[src/rtl/spi_slave_tx_feeder.sv]
// Feeds 32-bit TX FIFO words plus the bit-count reload into the SPI slave shifter.
// Reloads gaplessly on the shifter's done pulse and substitutes zero words on underrun.
module spi_slave_tx_feeder #(
   parameter int LEN_W = 16
) (
   input  logic             sclk,
   input  logic             sys_rstn,
   input  logic             start,
   input  logic [LEN_W-1:0] len_words,
   input  logic             en_quad,
   input  logic             abort,
   input  logic [31:0]      fifo_data,
   input  logic             fifo_valid,
   output logic             fifo_ready,
   output logic [31:0]      tx_data,
   output logic             tx_data_valid,
   output logic [7:0]       tx_counter,
   output logic             tx_counter_upd,
   output logic             tx_en_quad,
   input  logic             tx_done,
   output logic             busy,
   output logic             xfer_done,
   output logic             underrun,
   output logic [LEN_W-1:0] words_sent
);

   typedef enum logic [0:0] {
      IDLE  = 1'b0,
      SHIFT = 1'b1
   } state_t;

   state_t           state_q, state_d;
   logic [LEN_W-1:0] remaining_q, remaining_d;
   logic [LEN_W-1:0] words_sent_q, words_sent_d;
   logic             underrun_q, underrun_d;
   logic             en_quad_q, en_quad_d;
   logic             xfer_done_q, xfer_done_d;
   logic             load;
   logic             quad;
   logic [7:0]       tgt;

   // At start the quad mode is not latched yet, so the live input decides the target.
   assign quad = (state_q == IDLE) ? en_quad : en_quad_q;
   assign tgt  = quad ? 8'd7 : 8'd31;

   always_comb begin
      state_d        = state_q;
      remaining_d    = remaining_q;
      words_sent_d   = words_sent_q;
      underrun_d     = underrun_q;
      en_quad_d      = en_quad_q;
      xfer_done_d    = 1'b0;
      load           = 1'b0;
      fifo_ready     = 1'b0;
      tx_data        = 32'h0;
      tx_counter     = 8'd0;

      case (state_q)
         IDLE: begin
            if (start && !abort) begin
               underrun_d   = 1'b0;
               words_sent_d = '0;
               if (len_words == '0) begin
                  xfer_done_d = 1'b1;
               end else begin
                  en_quad_d   = en_quad;
                  remaining_d = len_words;
                  load        = 1'b1;
                  state_d     = SHIFT;
               end
            end
         end
         SHIFT: begin
            if (abort) begin
               state_d = IDLE;
            end else if (tx_done) begin
               if (remaining_q != '0) begin
                  load = 1'b1;
               end else begin
                  state_d     = IDLE;
                  xfer_done_d = 1'b1;
               end
            end
         end
         default: state_d = IDLE;
      endcase

      // A load always consumes one word slot, real or zero-filled.
      if (load) begin
         tx_counter   = tgt;
         remaining_d  = remaining_d - LEN_W'(1);
         words_sent_d = words_sent_d + LEN_W'(1);
         if (fifo_valid) begin
            fifo_ready = 1'b1;
            tx_data    = fifo_data;
         end else begin
            underrun_d = 1'b1;
         end
      end
   end

   assign tx_data_valid  = load;
   assign tx_counter_upd = load;

   always_ff @(posedge sclk or negedge sys_rstn) begin
      if (!sys_rstn) begin
         state_q      <= IDLE;
         remaining_q  <= '0;
         words_sent_q <= '0;
         underrun_q   <= 1'b0;
         en_quad_q    <= 1'b0;
         xfer_done_q  <= 1'b0;
      end else begin
         state_q      <= state_d;
         remaining_q  <= remaining_d;
         words_sent_q <= words_sent_d;
         underrun_q   <= underrun_d;
         en_quad_q    <= en_quad_d;
         xfer_done_q  <= xfer_done_d;
      end
   end

   assign busy       = (state_q == SHIFT);
   assign xfer_done  = xfer_done_q;
   assign underrun   = underrun_q;
   assign tx_en_quad = en_quad_q;
   assign words_sent = words_sent_q;

endmodule

[config.mk]
export PLATFORM = sky130hd
export DESIGN_NAME = spi_slave_tx_feeder
export DESIGN_NICKNAME = d
export VERILOG_FILES = /design/src/rtl/spi_slave_tx_feeder.sv
export SDC_FILE = /design/constraint.sdc
export NUM_CORES = 1
export LEC_CHECK = 0
export BUFFER_PORTS_ARGS = -buffer_cell sky130_fd_sc_hd__clkbuf_2
export CORE_AREA = 2 2 74 76
export DETAILED_ROUTE_END_ITERATION = 12
export DIE_AREA = 0 0 76 78
export GPL_ROUTABILITY_DRIVEN = 0
export PLACE_DENSITY = 0.92
export SLEW_MARGIN = 15
export SYNTH_ARGS = -nofsm -noshare
export SYNTH_HDL_FRONTEND = slang
export SYNTH_SLANG_ARGS = --single-unit
[constraint.sdc]
create_clock -name sclk -period 8.6 [get_ports sclk]
set_clock_uncertainty 0.15 [all_clocks]
set_input_delay 0.43 -clock sclk [delete_from_list [all_inputs] [get_ports sclk]]
set_output_delay 0.43 -clock sclk [all_outputs]
set_load 0.01 [all_outputs]
**Word-level counts from Yosys, hierarchy flattened**

Cells that the tools add are included.

- Register bits after elaboration: 36
- Input port bits: 55
- Output and inout bits: 63
- Word-level logic and storage cells: 48

- Add/sub/neg operators: 2
- Multiplexer cells: 33
- Bitwise logic cells: 2
- Reductions and logical operators: 5

Operators with widths:

| cell | number |
|---|---|
| $mux 16 | 7 |
| $mux 32 | 2 |
| $mux 1 | 19 |
| $add 16x1->16 const B | 1 |
| $logic_not 16->1 | 1 |
| $reduce_bool 16->1 | 1 |
| $sub 16x1->16 const B | 1 |
| $mux 5 | 2 |
| $pmux 1 s2 | 3 |
| $reduce_and 3->1 | 1 |
| $not 1->1 | 2 |
| $logic_and 1x1->1 | 1 |
| $logic_not 1->1 | 1 |

**Logic depth before layout (Yosys ltp)**

- Depth after elaboration: 6
- Depth in mapped cells: 12
- Depth with buffers taken out: 10

**Least setup slack after synthesis**

Ideal clock, no wire load.

- Kind: input to register
- Start point: input port len_words[8]
- End point: register remaining_q[10]
- Library setup time: 0.128 ns
- Data arrival time: 2.919 ns
- Data required time: 8.322 ns
- Path slack: 5.403 ns
- Cell stages on the path: 12
- Buffers on the path: 2
- Path through: or3_1 > nor4_2 > a21oi_1 > buf_2 > buf_2 > mux2i_1 > ha_1 > a21boi_0 > nand2_1 > o32ai_1 > a21boi_0 > o21ai_0

- Longest elaborated chain between the ends: 6
- Elaborated cells between the ends (all ways): 9
- Those cells by class: 1 x add/sub; 7 x mux; 1 x reduce/logical

Ends and longest elaborated chain:

| what | line | text |
|---|---|---|
| start: declaration | 9 | `input logic [LEN_W-1:0] len_words,` |
| $logic_not 16->1 | 63 | `if (len_words == '0) begin` |
| $mux 16 | 63 |  |
| $mux 16 | 60 | `if (start && !abort) begin` |
| $mux 16 | 58 | `case (state_q)` |
| $sub 16x1->16 | 91 | `remaining_d = remaining_d - LEN_W'(1);` |
| $mux 16 * | 89 | `if (load) begin` |
| named net remaining_d[10] | 33 | `logic [LEN_W-1:0] remaining_q, remaining_d;` |
| end signal: assignment | 115 | `remaining_q <= remaining_d;` |
| end: declaration | 33 |  |

The timed path passes the listed nets; every way through them passes the cells marked *.
A chain may end at the register's enable or synchronous reset.

**Worst setup path after layout**

- Start point: register state_q (netlist: busy)
- End point: register remaining_q[10]

- Longest elaborated chain between the ends: 3
- Elaborated cells between the ends (all ways): 5
- Those cells by class: 1 x add/sub; 3 x mux; 1 x bitwise

Ends and longest elaborated chain:

| what | line | text |
|---|---|---|
| start: declaration | 32 | `state_t state_q, state_d;` |
| start signal: assignment | 114 | `state_q <= state_d;` |
| $mux 16 / $not 1->1 (equally long branches) | - |  |
| $sub 16x1->16 / $pmux 1 s2 (equally long branches) | 91, 58 |  |
| $mux 16 * | 89 |  |
| named net remaining_d[10] | 33 |  |

Marks and branches as above.

==> Flow_metrics.wiki <==
{| class="wikitable"
! Metric !! Value
|-
| Detailed-route vias per instance || 5.818
|-
| Number of maximum-capacitance violations || 0
|-
| Global routing usage on met2 || 41.70%
|-
| Async set-or-reset flop fraction in the synthesized netlist || 100.0%
|-
| Die Outline Area || 5928 um^2
|-
| Remaining design rule violation count || 0
|-
| Syn avg cell area || 8.850 um^2
|-
| Result of the run || complete, no violations
|-
| Filler cell count in the final layout || 412
|-
| Count of input and output buffers || 114
|-
| Gate count after technology mapping || 286
|-
| Ratio of cells with drive above 1 in the final layout || 34.18%
|-
| Met1 Usage GRT || 30.59%
|-
| Number of antenna cells inserted || 0
|-
| Resized cells post-CTS || 0
|-
| Footprint of the multi-input gates || 1496 um^2
|-
| Clock tree from TritonCTS || done
|-
| Buffer type at the clock tree root || clkbuf_8
|-
| Number of placement rows || 26
|-
| Power density over the cells || 172.0 nW/um^2
|-
| Initial antenna violation count || 0
|-
| Number of buffers inserted for hold repair after clock tree synthesis || 0
|-
| Required time at the worst-slack endpoint || 8.61 ns
|-
| Clock transition at the registers of the reported paths || 0.07 ns
|-
| Minimum clock period after layout || 3.921 ns
|-
| R2R Path Start || busy$_DFF_PN0_
|-
| Residual antenna-violating net count after detailed routing || 0
|-
| Total track usage || 24.61%
|-
| Classification of the worst setup path || flop to flop
|-
| Standby leakage power || 0.001627 uW
|-
| Path type of the worst min-delay path || primary input to async pin
|-
| DR iter-0 viols || 368
|-
| YS warnings || 0
|-
| Number of synthesized flops with an enable pin || 0
|-
| Slew at the pin with the worst max-slew slack || 0.8886 ns
|-
| Flop2flop setup slack || 4.68 ns
|-
| Type of destination of the critical path || flop
|-
| Final hold vios || 0
|-
| IR Drop Worst-Case VDD || 0.09347 mV
|-
| Total routed wirelength || 7221 um
|-
| Total setup violations reported at the end of the flow || 0
|-
| Cell Count, Final, Fillers Out || 462
|-
| Setup repair after global routing missed its margin || no
|-
| Placeable core region || 5042 um^2
|-
| Max FO, Critical Path || 11
|-
| Upper clock frequency limit || 0.2550 GHz
|-
| Arrival time reported for the critical path endpoint || 3.93 ns
|-
| Normalized max-slew margin || 40.76%
|-
| Cell total after placement || 454
|-
| Number of global-route vias before repair || 2480
|-
| Routed length per placed instance || 15.63 um
|-
| Post-detailed-placement half-perimeter wirelength || 5388 um
|-
| Final period util || 45.59%
|-
| Total grt overflow || 0
|-
| Synthesis-to-finish area growth || 26.30%
|-
| Mapped cell area || 2531 um^2
|-
| Sinks on Clock Net || 36
|-
| X dimension of the die || 76 um
|-
| Number of register bits inferred by synthesis || 36
|-
| Path depth of the worst reg2reg path || 9
|-
| Vertical die dimension || 78 um
|-
| Initial core utilization || 50.20%
|-
| Clock insertion delay at the later pin of the skew report || 0.29 ns
|-
| Distinct cells, synth || 53
|-
| Wire length of the first global-routing pass || 11850 um
|-
| Number of top-level pins || 118
|-
| Number of setup buffers added after CTS || 0
|-
| Pre-antenna DRT Iters || 7
|-
| Startpoint class of the critical path || flop
|-
| Share of the yosys chip area belonging to registers || 35.59%
|-
| Count of H-tree levels built during CTS || 2
|-
| Terminus of the critical flop-to-flop path || remaining_q[10]$_DFF_PN0_
|-
| Footprint of the flip-flops and latches || 900.9 um^2
|-
| Busiest layer in global routing || met2
|-
| Met3 track demand over resource || 5.581%
|-
| Number of vias in the routed layout || 2688
|-
| Fin Setup TNS || 0 ns
|-
| Final Slew Violations || 0
|-
| Post-layout net count || 448
|-
| Number of buffers created by CTS || 5
|-
| Synth Flop Type || dfrtp_1
|-
| Maximum root-to-sink buffer count || 2
|-
| Maximum number of pins on one net before global-route repair || 46
|}
## state kept, by name, summed over array words and instances (netlist names)
name	flops
xfer_done	1
words_sent	16
busy	1
tx_en_quad	1
remaining_q	16
underrun	1
## worst max-delay path, cell delays in order, from the launching register on
cell and delay, ns:
dfrtp_1 0.46, or3b_1 0.59, a21oi_1 0.70, mux2i_1 0.37, ha_1 0.27, a21boi_0 0.30
nand2_1 0.14, o32ai_1 0.43, a21boi_0 0.23, o21ai_0 0.13
## worst max path at each step
stage	to	start	slack [ns]
4_1_cts	remaining_q[10]$_DFF_PN0_	busy$_DFF_PN0_	4.77
5_1_grt	remaining_q[10]$_DFF_PN0_	busy$_DFF_PN0_	4.32
3_5_place_dp	remaining_q[10]$_DFF_PN0_	abort	4.68
6_report	remaining_q[10]$_DFF_PN0_	busy$_DFF_PN0_	4.68
2_1_floorplan	remaining_q[10]$_DFF_PN0_	len_words[8]	5.40
3_3_place_gp	remaining_q[10]$_DFF_PN0_	abort	4.90
## per-layer routing
layer | routed length [um] | share of wire (%)
met1 | 2811 | 39
met2 | 3599 | 50
met3 | 688 | 9.5
met4 | 122 | 1.7
met5 | 0 | 0
## per-stage QoR
| step | utilization (%) | total power (uW) | hold slack [ns] | worst slack, ns | area [um^2] |
|---|---|---|---|---|---|
| 2_1_floorplan | - | 338.7 | -0.01559 | 5.403 | 2539 |
| 6_report | 63.40 | 550.0 | 0.09588 | 4.679 | 3197 |
| 3_5_place_dp | 61.27 | 398.6 | 0.3345 | 4.678 | 3089 |
| 4_1_cts | 63.40 | 546.9 | 0.1204 | 4.775 | 3197 |
| 5_1_grt | 63.40 | 579.7 | 0.1532 | 4.316 | 3197 |
| 3_3_place_gp | 61.27 | 390.4 | 0.3275 | 4.901 | 3089 |
## cell families after synthesis
group	Yosys count	synth area share (%)
AOI/OAI and AO/OA	39	11.12
xor gates and xnor gates	27	9.343
adders and majority gates	2	0.9885
buffers and inverters	24	5.586
DFF	36	35.59
muxes	13	5.141
other	1	0.1482
and+or+nand+nor	144	32.08
## area by class of cell
class / count / area share, %
Multi-Input combinational cell: 228 / 46.81
Sequential cell: 36 / 28.18
Timing Repair Buffer: 117 / 18.55
Tap cell: 70 / 2.740
Clock buffer: 6 / 2.270
Clock inverter: 2 / 1.096
Inverter: 3 / 0.3523
## cell usage in the layout (no fill, tap or decap), drive strengths merged, types with 3 or more instances in the layout
cell type / synthesis / routed
nor2: 16 / 16
and3: 38 / 38
mux2i: 13 / 13
dfrtp: 36 / 36
xor2: 12 / 12
nand4: 4 / 4
inv: 3 / 3
nor3: 10 / 10
conb: 1 / 3
o21ai: 9 / 9
nor4: 14 / 14
buf: 13 / 3
a31oi: 3 / 3
or3: 8 / 8
nand2: 28 / 28
and2: 3 / 3
xnor2: 15 / 15
clkbuf: 8 / 120
nand3: 10 / 10
a21oi: 9 / 9
## cells in the mapped netlist (all sizes together) (4+ instances only)
cell,count,area share (%)
o21ai,9,1.8
mux2i,13,5.1
clkbuf,8,1.2
dfrtp,36,36
nand2,28,4.2
a21oi,9,1.8
nand4,4,0.99
or3,8,2.0
buf,13,4.0
xor2,12,4.2
xnor2,15,5.2
nand3,10,2.0
nor2,16,2.5
nor4,14,4.0
and3,38,9.4
nor3,10,2.2
## where the power goes
group | internal [uW] | switching [uW]
registers | 201 | 40.2
logic | 68.4 | 91.7
clock network | 86.1 | 63.0
total | 355 | 195
(Power assumes the default switching activity.)
